## config.mk

```make
export PLATFORM = sky130hd
export DESIGN_NAME = ntt_stage_ctrl
export DESIGN_NICKNAME = d
export VERILOG_FILES = /design/src/rtl/ntt_pkg.sv /design/src/rtl/ntt_wr_delay.sv /design/src/rtl/ntt_stage_ctrl.sv
export SDC_FILE = /design/constraint.sdc
export NUM_CORES = 1
export LEC_CHECK = 0
export CORE_UTILIZATION = 43
export DETAILED_ROUTE_END_ITERATION = 10
export PLACE_DENSITY = 0.68
export REMOVE_ABC_BUFFERS = 1
export SYNTH_ARGS = -nofsm -noshare
export SYNTH_HDL_FRONTEND = slang
export SYNTH_SLANG_ARGS = --single-unit
export TNS_END_PERCENT = 30
```

## constraint.sdc

```tcl
create_clock -name clk -period 4.8 [get_ports clk]
set_input_delay 0.96 -clock clk [delete_from_list [all_inputs] [get_ports clk]]
set_output_delay 0.96 -clock clk [all_outputs]
set_load 0.005 [all_outputs]
```

## src/rtl/ntt_pkg.sv

```systemverilog
// Shared NTT definitions: default transform size, datapath modulus and the
// stage-controller state encoding.
package ntt_pkg;

   localparam int unsigned NTT_N     = 256;
   localparam int unsigned NTT_LOG_N = $clog2(NTT_N);
   localparam int unsigned NTT_Q     = 8380417;
   localparam int unsigned NTT_Q_W   = $clog2(NTT_Q);

   typedef enum logic [1:0] {
      ST_IDLE  = 2'd0,
      ST_RUN   = 2'd1,
      ST_DRAIN = 2'd2,
      ST_DONE  = 2'd3
   } ntt_ctrl_state_t;

   // Modulus at datapath width, for butterfly units that reduce mod Q.
   function automatic logic [NTT_Q_W-1:0] ntt_q();
      return NTT_Q_W'(NTT_Q);
   endfunction

   // Address width needed for the default transform length.
   function automatic int unsigned ntt_addr_w();
      return NTT_LOG_N;
   endfunction

endpackage

```

## src/rtl/ntt_wr_delay.sv

```systemverilog
// Fixed-depth shift register carrying the write-back strobe and addresses
// alongside the butterfly pipeline.
module ntt_wr_delay #(
   parameter int unsigned DEPTH = 2,
   parameter int unsigned W     = 17
) (
   input  logic         clk,
   input  logic         clr,
   input  logic [W-1:0] d,
   output logic [W-1:0] q
);

   logic [W-1:0] sr [DEPTH];

   always_ff @(posedge clk) begin
      if (clr) begin
         for (int i = 0; i < int'(DEPTH); i++) begin
            sr[i] <= '0;
         end
      end else begin
         sr[0] <= d;
         for (int i = 1; i < int'(DEPTH); i++) begin
            sr[i] <= sr[i-1];
         end
      end
   end

   assign q = sr[DEPTH-1];

endmodule

```

## src/rtl/ntt_stage_ctrl.sv

```systemverilog
// In-place Cooley-Tukey NTT sequencer: one butterfly per cycle, with a drain
// gap between stages so every stage sees the previous stage's write-backs.
module ntt_stage_ctrl
   import ntt_pkg::*;
#(
   parameter  int unsigned N        = NTT_N,
   parameter  int unsigned PIPE_LAT = 2,
   localparam int unsigned LOG_N    = $clog2(N)
) (
   input  logic             clk,
   input  logic             rst,
   input  logic             start,
   output logic             busy,
   output logic             done,
   output logic [LOG_N-1:0] stage,
   output logic             rd_en,
   output logic [LOG_N-1:0] rd_addr_a,
   output logic [LOG_N-1:0] rd_addr_b,
   output logic [LOG_N-1:0] tw_addr,
   output logic             wr_en,
   output logic [LOG_N-1:0] wr_addr_a,
   output logic [LOG_N-1:0] wr_addr_b
);

   localparam int unsigned BW   = LOG_N - 1;
   localparam int unsigned HALF = N / 2;
   localparam int unsigned CW   = $clog2(PIPE_LAT + 1);
   localparam int unsigned DW   = 1 + 2 * LOG_N;

   ntt_ctrl_state_t  state;
   logic [BW-1:0]    bfly;
   logic [LOG_N-1:0] k;
   logic [CW-1:0]    drain_cnt;

   logic [BW-1:0]    bfly_nxt;
   logic [LOG_N-1:0] stage_nxt;
   logic [LOG_N-1:0] k_inc;
   logic [LOG_N-1:0] len_cur;
   logic [LOG_N-1:0] len_nxt_stage;
   logic [LOG_N-1:0] nxt_addr_a;
   logic             grp_start;
   logic             last_bfly;
   logic             last_drain;
   logic             last_stage;
   logic [DW-1:0]    wr_bus;

   // Half-span of a butterfly in stage s: N >> (s+1), as a shift.
   function automatic logic [LOG_N-1:0] half_len(input logic [LOG_N-1:0] s);
      return LOG_N'(1) << (LOG_N'(LOG_N - 1) - s);
   endfunction

   // Butterfly index -> upper address: group bits move up one place, offset stays.
   function automatic logic [LOG_N-1:0] addr_a(input logic [BW-1:0] b,
                                               input logic [LOG_N-1:0] s);
      logic [LOG_N-1:0] bx;
      logic [LOG_N-1:0] lm;
      bx = LOG_N'(b);
      lm = half_len(s) - LOG_N'(1);
      return ((bx & ~lm) << 1) | (bx & lm);
   endfunction

   always_comb begin
      bfly_nxt      = bfly + BW'(1);
      stage_nxt     = stage + LOG_N'(1);
      k_inc         = k + LOG_N'(1);
      len_cur       = half_len(stage);
      len_nxt_stage = half_len(stage_nxt);
      nxt_addr_a    = addr_a(bfly_nxt, stage);
      grp_start     = (LOG_N'(bfly_nxt) & (len_cur - LOG_N'(1))) == '0;
      last_bfly     = bfly == BW'(HALF - 1);
      last_drain    = drain_cnt == CW'(PIPE_LAT - 1);
      last_stage    = stage == LOG_N'(LOG_N - 1);
   end

   // Controller FSM with registered issue outputs.
   always_ff @(posedge clk) begin
      if (rst) begin
         state     <= ST_IDLE;
         bfly      <= '0;
         k         <= LOG_N'(1);
         drain_cnt <= '0;
         stage     <= '0;
         busy      <= 1'b0;
         done      <= 1'b0;
         rd_en     <= 1'b0;
         rd_addr_a <= '0;
         rd_addr_b <= '0;
         tw_addr   <= '0;
      end else begin
         case (state)
            ST_IDLE: begin
               done <= 1'b0;
               if (start) begin
                  state     <= ST_RUN;
                  busy      <= 1'b1;
                  rd_en     <= 1'b1;
                  stage     <= '0;
                  bfly      <= '0;
                  k         <= LOG_N'(1);
                  rd_addr_a <= '0;
                  rd_addr_b <= half_len('0);
                  tw_addr   <= LOG_N'(1);
               end
            end
            ST_RUN: begin
               if (last_bfly) begin
                  state     <= ST_DRAIN;
                  drain_cnt <= '0;
                  rd_en     <= 1'b0;
                  rd_addr_a <= '0;
                  rd_addr_b <= '0;
                  tw_addr   <= '0;
               end else begin
                  bfly      <= bfly_nxt;
                  rd_addr_a <= nxt_addr_a;
                  rd_addr_b <= nxt_addr_a | len_cur;
                  if (grp_start) begin
                     k       <= k_inc;
                     tw_addr <= k_inc;
                  end else begin
                     tw_addr <= k;
                  end
               end
            end
            ST_DRAIN: begin
               if (!last_drain) begin
                  drain_cnt <= drain_cnt + CW'(1);
               end else if (last_stage) begin
                  state <= ST_DONE;
                  done  <= 1'b1;
                  busy  <= 1'b0;
               end else begin
                  // Next stage opens with a new group, so k advances here too.
                  state     <= ST_RUN;
                  stage     <= stage_nxt;
                  bfly      <= '0;
                  k         <= k_inc;
                  rd_en     <= 1'b1;
                  rd_addr_a <= '0;
                  rd_addr_b <= len_nxt_stage;
                  tw_addr   <= k_inc;
               end
            end
            ST_DONE: begin
               state <= ST_IDLE;
               done  <= 1'b0;
               stage <= '0;
            end
            default: state <= ST_IDLE;
         endcase
      end
   end

   ntt_wr_delay #(
      .DEPTH (PIPE_LAT),
      .W     (DW)
   ) u_wr_delay (
      .clk (clk),
      .clr (rst),
      .d   ({rd_en, rd_addr_a, rd_addr_b}),
      .q   (wr_bus)
   );

   assign {wr_en, wr_addr_a, wr_addr_b} = wr_bus;

endmodule

```

==> impl_summary.txt, run 1 <==
----------------------------------------------------
[Synth]
  Combined area of all synthesized cells ... 4458 um^2
  Yosys warning count ... 0
  Number of distinct standard cells referenced by the synthesized netlist ... 65
  Synth area leaders ... sky130_fd_sc_hd__dfxtp_1 (40%), sky130_fd_sc_hd__nor2b_1 (5.9%), sky130_fd_sc_hd__a21oi_1 (4.7%)
  Number of flops mapped to enable cells by yosys ... 0
  Biggest area consumer among synthesized cells ... sky130_fd_sc_hd__dfxtp_1
  Gate Count Post-Synth ... 528
  Seq cells post-synth ... 88
  Async S/R FF share, synth ... 0
  Sequential element share of the synthesized area ... 0.3952
  Mapped Avg Cell Area ... 8.443 um^2
  Most used flip-flop cell after synthesis ... sky130_fd_sc_hd__dfxtp_1
  Top cell type's share of synthesized area ... 0.3952

[Drt]
  Total wirelength of the detailed-routed design ... 10530 um
  DRC errors left ... 0
  Remaining antenna violation count ... 0
  TritonRoute pass-1 iters ... 5
  Total number of vias ... 3849
  Number of DRC markers after the initial detailed-route iteration ... 258
  Number of vias per cell after detailed routing ... 5.586
  Wire length per cell after detailed routing ... 15.29 um

[STA]
  Final Hold Viols ... 0
  Setup repair after global routing missed its margin ... no
  Slew HR ... 0.3407
  Final critical delay including setup and external delays ... 4.242 ns
  Achievable frequency ... 0.2357 GHz
  Setup clock skew after layout ... 0.009364 ns
  Actual slew at the worst max-slew pin ... 0.9824 ns
  Slew Viols, Final ... 0
  Fraction of the cycle the final worst path needs ... 0.8838
  Setup violations, final ... 0
  Final setup TNS ... 0 ns

[CTS]
  Sinks on the clock net ... 88
  Maximum clock path buffer count ... 2
  Number of levels in the clock H-tree ... 3
  Clock tree root driver cell ... sky130_fd_sc_hd__clkbuf_8
  Total CTS buffers ... 9
  Worst skew pair latency ... 0.36 ns
  Clock transition at the registers of the reported paths ... 0.09 ns
  CTS tree ... built
  Count of hold-fix buffers inserted at cts ... 0

[Layout]
  Share of layout cells above drive strength 1 ... 0.08094
  ANT cells ... 0
  Most common cell after layout, fill and taps aside ... sky130_fd_sc_hd__dfxtp_1
  Synth-to-Final Area Change ... 15.02%
  Net count, final ... 566
  Most frequent cells in the layout ... sky130_fd_sc_hd__dfxtp_1 (87), sky130_fd_sc_hd__clkdlybuf4s50_1 (53), sky130_fd_sc_hd__nor2b_1 (42), sky130_fd_sc_hd__a21oi_1 (42), sky130_fd_sc_hd__nor2_1 (41)

[Job]
  Count of maximum capacitance violations ... 0

[Power and ir drop]
  Worst IR drop on VDD ... 0.2330 mV
  Static leakage ... 1.892 nW
  Overall Power ... 2.094 mW
  Power density cells ... 408.4 nW/um^2

[Die]
  Core Footprint ... 9910 um^2
  Initial core utilization ... 0.4499
  Die boundary height ... 103.8 um
  DIE WIDTH ... 103.8 um
  Site Rows ... 36
  I/O pin count ... 55
  Die area ... 10780 um^2

[Setup path]
  Critical Path Source Type ... register
  Kind of end point of the critical path ... register
  Worst Path Arrival ... 4.52 ns
  Data required time at the worst endpoint ... 5.08 ns
  Critical-path maximum fanout ... 13
  Startpoint-to-endpoint class of the critical path ... reg -> reg

[Global routing]
  Grt total ovfl ... 0
  Global-route wire length before repair ... 17400 um
  Number of global-route vias before repair ... 3503
  Pin count of the biggest net entering global routing ... 52
  Number of antenna violations at the first check in global routing ... 0
  All-layer global routing usage ... 0.2004

[Placed design]
  Port-buffer cells ... 54
  Post-detail-place hpwl ... 7503 um
  Routability cong. ... 0.9200

[Status]
  Status ... completed

[Worst hold path]
  Class of the tightest hold or removal check ... reg -> reg

----------------------------------------------------
flip-flops by register name, summed over array words and instances, names as in the netlist, 2 cells and up:
name / cells
rd_addr_b: 8
rd_addr_a: 8
tw_addr: 8
state: 2
bfly: 7
k: 8
u_wr_delay.sr: 34
drain_cnt: 2
stage: 8
worst max-delay path: stages, from the launching register on:
cell and delay, ns:
sky130_fd_sc_hd__dfxtp_2 0.48, sky130_fd_sc_hd__inv_1 0.17, sky130_fd_sc_hd__ha_1 0.25, sky130_fd_sc_hd__nand3b_1 0.33
sky130_fd_sc_hd__a211o_1 0.44, sky130_fd_sc_hd__nor2_1 0.23, sky130_fd_sc_hd__nand3_1 0.13, sky130_fd_sc_hd__ha_1 0.35
sky130_fd_sc_hd__nor2b_1 0.19, sky130_fd_sc_hd__o21ai_0 0.25, sky130_fd_sc_hd__a22oi_1 0.10, sky130_fd_sc_hd__mux2i_1 0.21
sky130_fd_sc_hd__nor4b_4 0.23, sky130_fd_sc_hd__buf_4 0.19, sky130_fd_sc_hd__or2_1 0.27, sky130_fd_sc_hd__a21oi_2 0.10
sky130_fd_sc_hd__o31ai_1 0.23
worst paths after layout:
check | start | end | slack (ns) | cells after the start
worst max register to register | stage[3] | k[3] | 0.56 | 16
worst min register to register | u_wr_delay.sr[0][8] | u_wr_delay.sr[0][25] | 0.44 | 1
worst min-delay path | u_wr_delay.sr[0][8] | u_wr_delay.sr[0][25] | 0.44 | 1
worst max-delay path | stage[3] | k[3] | 0.56 | 16
metrics by stage:
| step | utilization | cell area (um^2) | hold WS [ns] | setup WS, ns | instances |
|---|---|---|---|---|---|
| after floorplan | - | 4183 | 0.4138 | 0.8916 | 479 |
| after global placement | 0.4952 | 4907 | 0.4157 | 0.4087 | 669 |
| after detailed placement | 0.4952 | 4907 | 0.4212 | 0.2829 | 669 |
| after CTS | 0.5143 | 5096 | 0.4374 | 0.2913 | 685 |
| after global routing | 0.5174 | 5127 | 0.4563 | 0.1644 | 689 |
| final | 0.5174 | 5127 | 0.4363 | 0.5580 | 689 |
timing repair:
action	in CTS	in global routing
setup endpoints to repair	0	16
hold endpoints to repair	0	0
gates resized for setup	0	1
buffers inserted	0	4
power breakdown:
part | switching [mW] | internal [mW] | leakage (nW) | total, mW
sequential | 0.0488 | 0.784 | 0.712 | 0.833
combinational | 0.491 | 0.262 | 1.09 | 0.753
clock | 0.264 | 0.243 | 0.0872 | 0.507
total | 0.804 | 1.29 | 1.89 | 2.09
kinds of logic after synthesis:
family | count (synthesis) | synth area share
xor gates and xnor gates | 12 | 0.02358
DFF | 88 | 0.3952
and+or+nand+nor | 206 | 0.2481
adders and majority gates | 12 | 0.03368
muxes | 5 | 0.01207
AOI/OAI and AO/OA | 145 | 0.2164
buffers and inverters | 60 | 0.07101
cells in the mapped netlist, drive strengths merged (2+ instances only):
master and count:
dfxtp 88, a21oi 43, nor2 42, nor2b 42
nand2 38, o21ai 34, buf 28, clkbuf 21
nor3 20, nand3 18, ha 12, inv 11
a22oi 9, a211oi 8, and3 8, xnor2 8
a21o 7, nand2b 7, a31o 6, a31oi 6
and2 5, mux2i 5, nand4 5, or3 5
a221o 4, nand3b 4, o21a 4, xor2 4
o221a 3, o22ai 3, o31ai 3, or2 3
a211o 2, a22o 2, nand4b 2, nor3b 2
nor4b 2, o31a 2
layout make-up:
type	count	area, um^2
Inverter	11	41.29
Clock buffer	12	135.1
Multi-Input combinational cell	380	2380
Timing Repair Buffer	61	588.1
Tap cell	133	166.4
Fill cell	939	4782
Sequential cell	88	1763
Clock inverter	4	53.80
per-layer routing:
layer  vias to the layer above  share of wire  global-route usage
met5                         -              0                   0
met4                         0          0.021             0.08980
met3                        25          0.056             0.03461
met2                       130           0.47              0.3338
met1                      1786           0.45              0.2528
li1                       1908              -                   -
Note: power is estimated with default switching activity, not from simulation.
==> run 2: changes to the inputs <==
--- a/config.mk
+++ b/config.mk
@@ -7,7 +7,9 @@
 export LEC_CHECK = 0
 export CORE_UTILIZATION = 43
 export DETAILED_ROUTE_END_ITERATION = 10
+export HOLD_SLACK_MARGIN = 0.03
 export PLACE_DENSITY = 0.68
+export RECOVER_POWER = 25
 export REMOVE_ABC_BUFFERS = 1
 export SYNTH_ARGS = -nofsm -noshare
 export SYNTH_HDL_FRONTEND = slang
==> run 2 against run 1 <==
The flow now finishes with violations (capacitance limit, slew limit). Final area about the same. Hold slack got worse by 0.00054 ns. Critical endpoint unchanged. Highest routed layer unchanged. Largest power group unchanged. Maximum frequency grew 0.45%. Largest cell class unchanged.
==> impl_summary.txt, run 2 (same netlist as run 1, synthesis figures left out) <==
----------------------------------------------------
[Layout]
  Share of layout cells above drive strength 1 ... 0.07734 (was 0.08094)
  Final core utilization ... 0.5169 (was 0.5174)
  Most frequent cells in the layout ... sky130_fd_sc_hd__dfxtp_1 (87), sky130_fd_sc_hd__clkdlybuf4s50_1 (53), sky130_fd_sc_hd__nor2b_1 (42), sky130_fd_sc_hd__a21oi_1 (42), sky130_fd_sc_hd__nor2_1 (41) (unchanged)
  ANT cells ... 0 (unchanged)
  Net count, final ... 566 (unchanged)
  Number of flip-flops under the largest register name ... 34 (unchanged)
  Area of all placed cells without fillers ... 5122 um^2 (was 5127 um^2)
  Most common cell after layout, fill and taps aside ... sky130_fd_sc_hd__dfxtp_1 (unchanged)
  Area taken by flip-flops and latches ... 1763 um^2 (unchanged)
  Largest reg by FF count ... u_wr_delay.sr (unchanged)
  Total area of multi-input combinational cells ... 2380 um^2 (unchanged)
  Filler instances ... 942 (was 939)
  Synth-to-Final Area Change ... 14.90% (was 15.02%)

[STA]
  Setup violations, final ... 0 (unchanged)
  Setup clock skew after layout ... 0.009369 ns (was 0.009364 ns)
  Slew HR ... -0.3339 (was 0.3407)
  Slew Viols, Final ... 52 (was 0)
  Achievable frequency ... 0.2368 GHz (was 0.2357 GHz)
  Final setup TNS ... 0 ns (unchanged)
  Fraction of the cycle the final worst path needs ... 0.8798 (was 0.8838)
  Post-route setup slack ... 0.5771 ns (was 0.5580 ns)
  Worst hold slack after final layout ... 0.4358 ns (was 0.4363 ns)
  Final Hold Viols ... 0 (unchanged)
  Final critical delay including setup and external delays ... 4.223 ns (was 4.242 ns)
  Actual slew at the worst max-slew pin ... 2.001 ns (was 0.9824 ns)
  Setup repair after global routing missed its margin ... no (unchanged)

[Setup path]
  Startpoint-to-endpoint class of the critical path ... reg -> reg (unchanged)
  Slowest cell delay on critical path ... 0.48 ns (about the same)
  Endpoint of the most critical register-to-register path ... k[3] (unchanged)
  Reg-to-reg critical path startpoint ... stage[3] (unchanged)
  Category of cells accounting for the largest share of critical-path delay ... simple AND/OR/NAND/NOR gates (unchanged)
  Critical path depth ... 16 (unchanged)
  Combined buffer and inverter count along the critical path ... 2 (unchanged)
  Cell-by-cell listing of the critical path ... inv_1 -> ha_1 -> nand3b_1 -> a211o_1 -> nor2_1 -> nand3_1 -> ha_1 -> nor2b_1 -> o21ai_0 -> a22oi_1 -> mux2i_1 -> nor4b_4 -> buf_4 -> or2_1 -> a21oi_2 -> o31ai_1 (unchanged)
  Reg2Reg Depth ... 16 (unchanged)
  Kind of end point of the critical path ... register (unchanged)
  Critical Path Source Type ... register (unchanged)
  Launch point of the worst path ... stage[3] (unchanged)
  Critical-path maximum fanout ... 13 (unchanged)
  Worst Path Arrival ... 4.50 ns (was 4.52 ns)
  Data required time at the worst endpoint ... 5.08 ns (about the same)
  Slack of the worst reg-to-reg path ... 0.58 ns (was 0.56 ns)
  Most common cell on crit path ... sky130_fd_sc_hd__ha_1 (unchanged)
  Crit-path slowest cell ... sky130_fd_sc_hd__dfxtp_2 (unchanged)
  Critical path capture point ... k[3] (unchanged)

[CTS]
  Number of levels in the clock H-tree ... 3 (unchanged)
  Clock transition at the registers of the reported paths ... 0.09 ns (about the same)
  CTS tree ... built (unchanged)
  Sinks on the clock net ... 88 (unchanged)
  Count of hold-fix buffers inserted at cts ... 0 (unchanged)
  Maximum clock path buffer count ... 2 (unchanged)
  Total CTS buffers ... 9 (unchanged)
  Worst skew pair latency ... 0.36 ns (about the same)
  Clock tree root driver cell ... sky130_fd_sc_hd__clkbuf_8 (unchanged)

[Die]
  Die area ... 10780 um^2 (unchanged)
  DIE WIDTH ... 103.8 um (unchanged)
  Site Rows ... 36 (unchanged)
  Core Footprint ... 9910 um^2 (unchanged)
  Initial core utilization ... 0.4499 (unchanged)
  I/O pin count ... 55 (unchanged)
  Die boundary height ... 103.8 um (unchanged)

[Worst hold path]
  Class of the tightest hold or removal check ... reg -> reg (unchanged)
  Number of cells on the worst hold path ... 1 (unchanged)

[Drt]
  Wire length per cell after detailed routing ... 15.27 um (was 15.29 um)
  DRC errors left ... 0 (unchanged)
  Number of DRC markers after the initial detailed-route iteration ... 257 (was 258)
  Remaining antenna violation count ... 0 (unchanged)
  Total wirelength of the detailed-routed design ... 10520 um (was 10530 um)
  TritonRoute pass-1 iters ... 5 (unchanged)
  Number of vias per cell after detailed routing ... 5.572 (was 5.586)
  Total number of vias ... 3839 (was 3849)

[Status]
  Violations in the final reports ... capacitance limit, slew limit
  Status ... complete, but fails checks (was completed)

[Power and ir drop]
  Part of the total power dissipated in the clock network ... 0.242 (about the same)
  Psw ... 0.8044 mW (was 0.8042 mW)
  Internal Pwr Total ... 1.289 mW (was 1.290 mW)
  Power density cells ... 408.7 nW/um^2 (was 408.4 nW/um^2)
  Switching share of power ... 0.3842 (was 0.3840)
  Share of power burned in registers ... 0.398 (about the same)
  Combinational fraction of design power ... 0.360 (about the same)
  Static leakage ... 1.886 nW (was 1.892 nW)
  Worst IR drop on VDD ... 0.2329 mV (was 0.2330 mV)

[Global routing]
  All-layer global routing usage ... 0.2004 (unchanged)
  Pin count of the biggest net entering global routing ... 52 (unchanged)
  Global-route wire length before repair ... 17400 um (unchanged)
  Number of global-route vias before repair ... 3503 (unchanged)
  Number of antenna violations at the first check in global routing ... 0 (unchanged)
  Grt total ovfl ... 0 (unchanged)

[Placed design]
  Post-detail-place hpwl ... 7503 um (unchanged)
  Port-buffer cells ... 54 (unchanged)
  Placed instance area ... 4907 um^2 (unchanged)
  Routability cong. ... 0.9200 (unchanged)
  Worst setup slack after placement ... 0.2829 ns (unchanged)

[Job]
  Count of maximum capacitance violations ... 1 (was 0)

----------------------------------------------------
## run 2: cell count changes in the layout (fill, tap and decap cells not counted), sizes merged
cell,change
buf,-2
clkbuf,+2
## run 2: per-layer routing
layer	wire length, um	track usage	vias to the layer above
li1	-	-	1909
met1	4771	0.2528	1786
met2	4991	0.3338	120
met3	552	0.03461	24
met4	204	0.08980	0
met5	0	0	-
## run 2: worst register-to-register path: stages, from the launching register on
cell	delay (ns)
sky130_fd_sc_hd__dfxtp_2	0.48
sky130_fd_sc_hd__inv_1	0.17
sky130_fd_sc_hd__ha_1	0.25
sky130_fd_sc_hd__nand3b_1	0.33
sky130_fd_sc_hd__a211o_1	0.44
sky130_fd_sc_hd__nor2_1	0.23
sky130_fd_sc_hd__nand3_1	0.13
sky130_fd_sc_hd__ha_1	0.36
sky130_fd_sc_hd__nor2b_1	0.19
sky130_fd_sc_hd__o21ai_0	0.25
sky130_fd_sc_hd__a22oi_1	0.10
sky130_fd_sc_hd__mux2i_1	0.21
sky130_fd_sc_hd__nor4b_4	0.23
sky130_fd_sc_hd__buf_4	0.19
sky130_fd_sc_hd__or2_1	0.27
sky130_fd_sc_hd__a21oi_2	0.10
sky130_fd_sc_hd__o31ai_1	0.23
## run 2: layout make-up
class / count / area share
clock inverter: 4 / 0.01050
tap: 133 / 0.03249
inverter: 11 / 0.008061
sequential: 88 / 0.3442
timing repair buffer: 61 / 0.1138
multi-input combinational: 380 / 0.4646
clock buffer: 12 / 0.02638
## run 2: how the worst min path moves through the flow
stage,start,endpoint,slack [ns]
floorplan,u_wr_delay.sr[0][0],u_wr_delay.sr[0][17],0.41
global placement,u_wr_delay.sr[0][9],u_wr_delay.sr[0][26],0.42
detailed placement,u_wr_delay.sr[0][7],u_wr_delay.sr[0][24],0.42
CTS,u_wr_delay.sr[0][8],u_wr_delay.sr[0][25],0.44
global route,u_wr_delay.sr[0][6],u_wr_delay.sr[0][23],0.46
finish,u_wr_delay.sr[0][8],u_wr_delay.sr[0][25],0.44
## run 2: power by group through the flow
stage | clock [mW] | combinational, mW | sequential (mW)
3_5_place_dp | 0 | 0.726 | 0.850
4_1_cts | 0.522 | 0.729 | 0.833
6_report | 0.507 | 0.754 | 0.833
5_1_grt | 0.551 | 0.835 | 0.841
3_3_place_gp | 0 | 0.722 | 0.848
2_1_floorplan | 0 | 0.469 | 0.839
## run 2: through the flow
step | instances | total power, mW
final | 689 | 2.094
after global routing | 689 | 2.228
after CTS | 685 | 2.084
after detailed placement | 669 | 1.576
after global placement | 669 | 1.570
after floorplan | 479 | 1.309
## run 2: what timing repair did
action | CTS | global route
resized for setup | 0 | 1
setup buffers | 0 | 4
endpoints found under the setup margin | 0 | 16
==> run 3: changes to the inputs <==
--- a/config.mk
+++ b/config.mk
@@ -5,10 +5,10 @@
 export SDC_FILE = /design/constraint.sdc
 export NUM_CORES = 1
 export LEC_CHECK = 0
-export CORE_UTILIZATION = 43
+export CORE_UTILIZATION = 56
 export DETAILED_ROUTE_END_ITERATION = 10
 export HOLD_SLACK_MARGIN = 0.03
-export PLACE_DENSITY = 0.68
+export PLACE_DENSITY = 0.84
 export RECOVER_POWER = 25
 export REMOVE_ABC_BUFFERS = 1
 export SYNTH_ARGS = -nofsm -noshare
==> run 3 against run 2 <==
The flow now finishes without violations. Maximum frequency is 2.0% lower. Routed wire length is 0.32% higher. Clock power is 6.3% higher. Via count is 1.9% higher. Global-route usage is 5.6 points higher. Critical path depth stayed put. Power is 0.99% higher. Setup slack worse by 0.088 ns. Register-to-register slack worse by 0.09 ns. Sequential cell count stayed put. Critical path type unchanged. Largest power group unchanged.
==> impl_summary.txt, run 3 (same netlist as run 1, synthesis figures left out) <==
----------------------------------------------------
[STA]
  Actual slew at the worst max-slew pin ... 0.9988 ns (was 2.001 ns)
  Slew Viols, Final ... 0 (was 52)
  Achievable frequency ... 0.2320 GHz (was 0.2368 GHz)
  Setup repair after global routing missed its margin ... no (unchanged)
  Final Hold Viols ... 0 (unchanged)
  Setup violations, final ... 0 (unchanged)
  Setup clock skew after layout ... 0.01962 ns (was 0.009369 ns)
  Slew HR ... 0.3297 (was -0.3339)
  Final critical delay including setup and external delays ... 4.311 ns (was 4.223 ns)
  Fraction of the cycle the final worst path needs ... 0.8981 (was 0.8798)
  Final setup TNS ... 0 ns (unchanged)

[Global routing]
  Global-route wire length before repair ... 17080 um (was 17400 um)
  Grt total ovfl ... 0 (unchanged)
  Number of global-route vias before repair ... 3570 (was 3503)
  Number of antenna violations at the first check in global routing ... 0 (unchanged)
  All-layer global routing usage ... 0.2565 (was 0.2004)
  Pin count of the biggest net entering global routing ... 74 (was 52)

[Drt]
  Wire length per cell after detailed routing ... 16.09 um (was 15.27 um)
  Total wirelength of the detailed-routed design ... 10550 um (was 10520 um)
  Number of DRC markers after the initial detailed-route iteration ... 269 (was 257)
  TritonRoute pass-1 iters ... 6 (was 5)
  Total number of vias ... 3912 (was 3839)
  Number of vias per cell after detailed routing ... 5.963 (was 5.572)
  Remaining antenna violation count ... 0 (unchanged)
  DRC errors left ... 0 (unchanged)

[Layout]
  Number of flip-flops under the largest register name ... 34 (unchanged)
  Synth-to-Final Area Change ... 14.29% (was 14.90%)
  ANT cells ... 0 (unchanged)
  Final cell count without fillers ... 656 (was 689)
  Net count, final ... 564 (was 566)
  Largest reg by FF count ... u_wr_delay.sr (unchanged)
  Most frequent cells in the layout ... sky130_fd_sc_hd__dfxtp_1 (88), sky130_fd_sc_hd__clkdlybuf4s50_1 (53), sky130_fd_sc_hd__nor2b_1 (42), sky130_fd_sc_hd__a21oi_1 (42), sky130_fd_sc_hd__nor2_1 (41) (was sky130_fd_sc_hd__dfxtp_1 (87), sky130_fd_sc_hd__clkdlybuf4s50_1 (53), sky130_fd_sc_hd__nor2b_1 (42), sky130_fd_sc_hd__a21oi_1 (42), sky130_fd_sc_hd__nor2_1 (41))
  Most common cell after layout, fill and taps aside ... sky130_fd_sc_hd__dfxtp_1 (unchanged)
  Share of layout cells above drive strength 1 ... 0.08123 (was 0.07734)

[Power and ir drop]
  Switching share of power ... 0.3876 (was 0.3842)
  Power density cells ... 415.0 nW/um^2 (was 408.7 nW/um^2)
  Part of the total power dissipated in the clock network ... 0.255 (was 0.242)
  Psw ... 0.8195 mW (was 0.8044 mW)
  Combinational fraction of design power ... 0.354 (was 0.360)
  Internal Pwr Total ... 1.295 mW (was 1.289 mW)
  Worst IR drop on VDD ... 0.3362 mV (was 0.2329 mV)
  Share of power burned in registers ... 0.391 (was 0.398)
  Static leakage ... 1.895 nW (was 1.886 nW)

[CTS]
  Total CTS buffers ... 9 (unchanged)
  CTS tree ... built (unchanged)
  Number of levels in the clock H-tree ... 3 (unchanged)
  Worst skew pair latency ... 0.35 ns (was 0.36 ns)
  Count of hold-fix buffers inserted at cts ... 0 (unchanged)
  Sinks on the clock net ... 88 (unchanged)
  PostCTS Resize Cnt ... 0 (unchanged)
  Post-CTS setup repair buffer count ... 0 (unchanged)
  Clock transition at the registers of the reported paths ... 0.10 ns (was 0.09 ns)
  Maximum clock path buffer count ... 2 (unchanged)
  Clock tree root driver cell ... sky130_fd_sc_hd__clkbuf_8 (unchanged)

[Setup path]
  Critical Path Source Type ... register (unchanged)
  Slack of the worst reg-to-reg path ... 0.49 ns (was 0.58 ns)
  Worst Path Arrival ... 4.58 ns (was 4.50 ns)
  Critical-path maximum fanout ... 12 (was 13)
  Startpoint-to-endpoint class of the critical path ... reg -> reg (unchanged)
  Endpoint of the most critical register-to-register path ... k[3] (unchanged)
  Kind of end point of the critical path ... register (unchanged)
  Reg2Reg Depth ... 16 (unchanged)
  Reg-to-reg critical path startpoint ... stage[4] (was stage[3])
  Data required time at the worst endpoint ... 5.07 ns (was 5.08 ns)
  Launch point of the worst path ... stage[4] (was stage[3])

[Status]
  Status ... completed (was complete, but fails checks)

[Die]
  Die area ... 8322 um^2 (was 10780 um^2)
  I/O pin count ... 55 (unchanged)
  Site Rows ... 32 (was 36)
  Core Footprint ... 7727 um^2 (was 9910 um^2)
  Initial core utilization ... 0.5769 (was 0.4499)
  DIE WIDTH ... 91.23 um (was 103.8 um)
  Die boundary height ... 91.23 um (was 103.8 um)

[Placed design]
  Port-buffer cells ... 54 (unchanged)
  Post-detail-place hpwl ... 7567 um (was 7503 um)
  Routability cong. ... 1.000 (was 0.9200)
  Cell total after placement ... 640 (was 669)

[Worst hold path]
  Worst hold start ... u_wr_delay.sr[0][12] (was u_wr_delay.sr[0][8])
  Class of the tightest hold or removal check ... reg -> reg (unchanged)
  Worst Hold Endpoint ... u_wr_delay.sr[0][29] (was u_wr_delay.sr[0][25])
  Number of cells on the worst hold path ... 1 (unchanged)

[Job]
  Count of maximum capacitance violations ... 0 (was 1)

----------------------------------------------------
[run 3: worst max-delay path by stage]
stage / endpoint / slack, ns / cells past startpoint
floorplan: k[3] / 0.89 / 16
global placement: k[3] / 0.70 / 16
detailed placement: k[3] / 0.53 / 16
CTS: k[3] / 0.51 / 16
global route: k[3] / 0.06 / 15
finish: k[3] / 0.49 / 16
[run 3: worst max-delay path, stage by stage (launching register included)]
cell and delay, ns:
sky130_fd_sc_hd__dfxtp_1 0.45, sky130_fd_sc_hd__inv_1 0.10, sky130_fd_sc_hd__ha_1 0.22, sky130_fd_sc_hd__nor3b_4 0.17
sky130_fd_sc_hd__mux2i_2 0.22, sky130_fd_sc_hd__a211o_1 0.35, sky130_fd_sc_hd__nor2_1 0.25, sky130_fd_sc_hd__nand3_1 0.15
sky130_fd_sc_hd__ha_1 0.37, sky130_fd_sc_hd__nor2b_1 0.19, sky130_fd_sc_hd__o21ai_0 0.21, sky130_fd_sc_hd__a22oi_1 0.10
sky130_fd_sc_hd__mux2i_1 0.22, sky130_fd_sc_hd__nor4b_4 0.54, sky130_fd_sc_hd__or2_1 0.35, sky130_fd_sc_hd__a21oi_2 0.10
sky130_fd_sc_hd__o31ai_1 0.23
[run 3: layout make-up]
class / count / area [um^2]
multi-input combinational: 380 / 2380
fill: 648 / 2633
clock buffer: 10 / 137.6
tap: 102 / 127.6
timing repair buffer: 59 / 573.1
sequential: 88 / 1762
clock inverter: 6 / 73.82
inverter: 11 / 41.29
[run 3: layer usage]
metal	vias to the layer above	GRT usage	share of wire
met1	1838	0.3169	0.43
met5	-	0	0
met3	28	0.04188	0.055
met4	0	0.09788	0.027
met2	149	0.4463	0.49
li1	1897	-	-
[run 3: power groups by stage]
stage               sequential [mW]  combinational, mW  clock [mW]
floorplan                     0.839              0.469           0
global placement              0.841              0.716           0
detailed placement            0.843              0.736           0
CTS                           0.826              0.737       0.549
global route                  0.833              0.813       0.583
finish                        0.827              0.748       0.539
[run 3: through the flow]
stage          power, mW  hold slack, ns  utilization  setup slack (ns)  instance area [um^2]
2_1_floorplan      1.309          0.4138            -            0.8916                  4183
3_3_place_gp       1.557          0.4152       0.6320            0.6962                  4883
3_5_place_dp       1.579          0.4234       0.6320            0.5288                  4883
4_1_cts            2.112          0.4403       0.6593            0.5147                  5095
5_1_grt            2.230          0.4480       0.6593           0.06476                  5095
6_report           2.114          0.4372       0.6593            0.4889                  5095
